**src/rtl/lifo_stack.sv**
```systemverilog
// Parametrised LIFO for call/return and operand stacks: push, pop, replace-top,
// full/empty/count status, sticky overflow/underflow and a selectable overflow policy.
module lifo_stack #(
    parameter int D_WIDTH   = 12,
    parameter int DEPTH     = 8,
    parameter int PTR_W     = 3,
    parameter int CNT_W     = 4,
    parameter int WRAP_MODE = 0
) (
    input  logic               clk,
    input  logic               reset,
    input  logic               push,
    input  logic               pop,
    input  logic [D_WIDTH-1:0] data_in,
    input  logic               err_clr,
    output logic [D_WIDTH-1:0] data_out,
    output logic [CNT_W-1:0]   count,
    output logic               empty,
    output logic               full,
    output logic               overflow,
    output logic               underflow
);

    localparam logic [CNT_W-1:0] CNT_FULL = CNT_W'(DEPTH);
    localparam logic [PTR_W-1:0] PTR_ONE  = PTR_W'(1);
    localparam logic [CNT_W-1:0] CNT_ONE  = CNT_W'(1);
    localparam bit               WRAP     = (WRAP_MODE != 0);

    logic [D_WIDTH-1:0] mem [DEPTH];
    logic [PTR_W-1:0]   top;
    logic [PTR_W-1:0]   top_next;
    logic [CNT_W-1:0]   count_next;
    logic [PTR_W-1:0]   wr_addr;
    logic               wr_en;
    logic               ovf_event;
    logic               unf_event;
    logic               is_empty;
    logic               is_full;

    assign is_empty = (count == '0);
    assign is_full  = (count == CNT_FULL);
    assign empty    = is_empty;
    assign full     = is_full;
    assign data_out = is_empty ? '0 : mem[top];

    // Exactly one case applies per edge; pointer arithmetic wraps naturally at PTR_W bits.
    always_comb begin
        top_next   = top;
        count_next = count;
        wr_addr    = top + PTR_ONE;
        wr_en      = 1'b0;
        ovf_event  = 1'b0;
        unf_event  = 1'b0;
        unique case ({push, pop})
            2'b10: begin
                if (!is_full) begin
                    wr_en      = 1'b1;
                    top_next   = top + PTR_ONE;
                    count_next = count + CNT_ONE;
                end else begin
                    ovf_event = 1'b1;
                    if (WRAP) begin
                        // The slot after top holds the oldest entry when full; it is overwritten.
                        wr_en    = 1'b1;
                        top_next = top + PTR_ONE;
                    end
                end
            end
            2'b01: begin
                if (!is_empty) begin
                    top_next   = top - PTR_ONE;
                    count_next = count - CNT_ONE;
                end else begin
                    unf_event = 1'b1;
                end
            end
            2'b11: begin
                if (is_empty) begin
                    wr_en      = 1'b1;
                    top_next   = top + PTR_ONE;
                    count_next = CNT_ONE;
                    unf_event  = 1'b1;
                end else begin
                    wr_en   = 1'b1;
                    wr_addr = top;
                end
            end
            default: begin
            end
        endcase
    end

    always_ff @(posedge clk or negedge reset) begin
        if (!reset) begin
            top   <= '0;
            count <= '0;
        end else begin
            top   <= top_next;
            count <= count_next;
        end
    end

    // Storage is deliberately left out of reset; stale words are masked by count.
    always_ff @(posedge clk) begin
        if (wr_en) begin
            mem[wr_addr] <= data_in;
        end
    end

    // A new error on the same edge as err_clr takes priority.
    always_ff @(posedge clk or negedge reset) begin
        if (!reset) begin
            overflow  <= 1'b0;
            underflow <= 1'b0;
        end else begin
            if (ovf_event) begin
                overflow <= 1'b1;
            end else if (err_clr) begin
                overflow <= 1'b0;
            end
            if (unf_event) begin
                underflow <= 1'b1;
            end else if (err_clr) begin
                underflow <= 1'b0;
            end
        end
    end

endmodule

```
**config.mk**
```make
export PLATFORM = sky130hd
export DESIGN_NAME = lifo_stack
export DESIGN_NICKNAME = d
export VERILOG_FILES = /design/src/rtl/lifo_stack.sv
export SDC_FILE = /design/constraint.sdc
export NUM_CORES = 1
export LEC_CHECK = 0
export ABC_AREA = 1
export ABC_CLOCK_PERIOD_IN_PS = 5800
export CORE_MARGIN = 3
export CORE_UTILIZATION = 60
export DETAILED_ROUTE_END_ITERATION = 12
export PLACE_DENSITY = 0.81
export SLEW_MARGIN = 10
export SYNTH_ARGS = -nofsm -noshare
export SYNTH_HDL_FRONTEND = slang
export SYNTH_SLANG_ARGS = --single-unit
```
**constraint.sdc**
```tcl
create_clock -name clk -period 5.8 [get_ports clk]
set_input_delay 0.58 -clock clk [delete_from_list [all_inputs] [get_ports clk]]
set_output_delay 0.58 -clock clk [all_outputs]
set_load 0.01 [all_outputs]
```
==> results.tsv <==
stage	metric	value	unit
layout	fill count	521	
worst_setup_path	CP Class	register to register	
logic_synthesis	register area share after synthesis	68.62	%
die	Die Y	92.89	um
cts	H-tree depth	3	
power	leakage	0.001892	uW
layout	most frequent cells in the layout	edfxtp_1 (96), nand2_1 (72), nor2_1 (58), o21ai_0 (50), clkdlybuf4s50_1 (36)	
logic_synthesis	Gate Count Post-Synth	394	
worst_setup_path	startpoint types	register	
layout	Util after Layout	70.32	%
placed_design	dpl hpwl	6.859	mm
logic_synthesis	Main synth FF type	edfxtp_1	
layout	Final Cell Area	5127	sq um
cts	post-CTS setup buffers	0	
timing	setup TNS	0	ns
drt	TritonRoute pass-1 iters	5	
cts	maximum clock path buffer count	2	
logic_synthesis	Synth area leader	edfxtp_1	
timing	f_max	279.2	MHz
layout	layout cells sized above 1	10.00	%
cts	CTS Hold Buffers Added	0	
placed_design	I/O Buffers	36	
drt	DRC	0	
logic_synthesis	Syn Area/Cell	11.50	sq um
cts	Num CTS Buffers	9	
global_route	first-pass GRT wire length	15.81	mm
layout	nets@finish	446	
cts	CTS resizes	0	
die	die area	8628	sq um
timing	slew margin rel.	26.78	%
die	Core Rows	31	
worst_setup_path	Req. time, crit path	5.80	ns
drt	antenna-violating nets left	0	
timing	unrepaired setup endpoints after global routing	false	
worst_setup_path	Worst EP arrival	3.58	ns
cts	clk_lat worst skew	0.37	ns
logic_synthesis	EDFF count, synth	96	
cts	root buffer cell	clkbuf_8	
timing	fin crit share	61.76	%
global_route	initial antenna violation count	0	
worst_setup_path	Setup crit end kind	register	
die	initial core utilization	62.11	%
logic_synthesis	Mapped Area	4529	sq um
cts	clock slew at reported path FFs	0.10	ns
power	Power Density	534.9	nW/um^2
die	core area	7292	sq um
layout	most common cell after layout, fill and taps aside	edfxtp_1	
worst_hold_path	Hold Crit Class	primary input to asynchronous set/reset pin	
placed_design	Place WS	2.256	ns
logic_synthesis	Yosys reg bits	105	
layout	P&R area growth vs syn	13.20	%
layout	antenna diode instance count	0	
outcome	status	finished, final reports clean	
timing	final hold vios	0	
placed_design	Post-DP Area	4926	sq um
die	I/O pin total	37	
timing	Tmin final	3.582	ns
drt	WL final	9.953	mm
logic_synthesis	Yosys top cell area share	63.65	%
flow_run	Max Cap Violations	0	
logic_synthesis	asr flop ratio synth	8.571	%
drt	DR top layer	met4	
drt	WL met1	4.019	mm
logic_synthesis	main area contributors after synthesis	edfxtp_1 (64%), nand2_1 (6.0%), o21ai_0 (5.5%)	
timing	Layout Skew	0.006190	ns
logic_synthesis	distinct cell type count after synthesis	28	
timing	final setup fails	0	
drt	DR WL met3	948	um
drt	wire length per cell	18.81	um
logic_synthesis	Ys Warns	0	
cts	Num Clock Sinks	105	
power	Max VDD drop	0.0002781	V
timing	Slew @ Worst Pin	1.094	ns
drt	met2 wire length	4.783	mm
timing	max-slew violation count	0	
global_route	largest net degree at the start of global routing	52	
timing	Final WS setup	2.218	ns
logic_synthesis	Mapped Nets	415	
global_route	vias in the first global route	3032	
placed_design	GP Congestion	0.9126	
worst_setup_path	Worst Path Max Fanout	27	
global_route	Overflow after GRT	0	
die	Horiz. Die Dim	92.89	um
global_route	GRT Total Usage	24.87	%
drt	Starting DRT DRC Count	488	
drt	Via density	5.913	
cts	CTS tree	built	
drt	Vias	3128	
cells by family after synthesis:
| family | after synthesis | synth area share (%) |
|---|---|---|
| AND/OR/NAND/NOR | 159 | 15.61 |
| flip-flops | 105 | 68.62 |
| AO/OA/AOI/OAI | 83 | 10.14 |
| buffers and inverters | 41 | 4.144 |
| adder cells (fa/ha/maj) | 4 | 1.105 |
| XOR/XNOR | 2 | 0.3868 |
stage by stage:
step	total power, uW	hold WS (ns)	instances
detailed placement	2298	0.5028	513
global placement	2251	0.4929	513
CTS	2744	0.5229	529
finish	2743	0.5090	529
floorplan	1855	0.2844	394
global route	2921	0.5324	529
layout make-up:
cell class              instances  area, sq um  share of cell area (%)
clock buffers                   9        123.9                   2.416
well taps                      99        123.9                   2.416
multi-input cells             248         1234                   24.06
repair buffers                 37        367.9                   7.174
flip-flops and latches        105         3108                   60.61
clock inverters                 7        77.57                   1.513
inverters                      24        92.59                   1.806
flip-flops by register name, indices dropped and copies added, names as in the netlist:
signal,count
top,3
underflow,1
count,4
overflow,1
mem,96
critical path: stages (launching register included):
cell     delay [ns]
dfrtp_1        0.83
inv_1          0.56
ha_1           0.43
inv_1          0.15
nand3_1        0.15
nand2_1        0.10
nand2_1        0.05
nand2_1        0.07
nand2_1        0.07
nor2_1         0.80
Yosys cell counts, types with 2 or more instances:
cell type,instances
edfxtp_1,96
nand2_1,72
nor2_1,58
o21ai_0,50
o22ai_1,25
inv_1,20
dfrtp_1,9
nand2_2,9
buf_2,8
nand3_1,8
nand2_4,6
ha_1,4
buf_4,3
clkbuf_1,3
inv_2,3
o21ai_1,3
clkbuf_2,2
nand3_2,2
nor2_4,2
o21ai_2,2
xnor2_1,2
where the power goes:
group	internal, uW	switching (uW)
clock	203	247
sequential	1020	84.5
combinational	443	749
layer usage:
metal  vias to the layer above  global-route usage [%]
met5                         -                       0
met4                         0                   7.814
met3                        19                   6.499
met2                       182                   38.21
met1                      1480                   35.07
li1                       1447                       -
worst paths after layout:
path / cells past startpoint / end / slack (ns) / from
worst min register to register: 2 / top[2]$_DFFE_PN0P_ / 0.52 / top[2]$_DFFE_PN0P_
worst max-delay path: 9 / mem[5][7]$_DFFE_PP_ / 2.22 / top[1]$_DFFE_PN0P_
min in group clk: 2 / top[2]$_DFFE_PN0P_ / 0.52 / top[2]$_DFFE_PN0P_
max in group asynchronous: 1 / underflow$_DFFE_PN0P_ / 4.99 / reset
worst max register to register: 9 / mem[5][7]$_DFFE_PP_ / 2.22 / top[1]$_DFFE_PN0P_
worst min-delay path: 1 / overflow$_DFFE_PN0P_ / 0.51 / reset
Power figures use the tool's default switching activity.
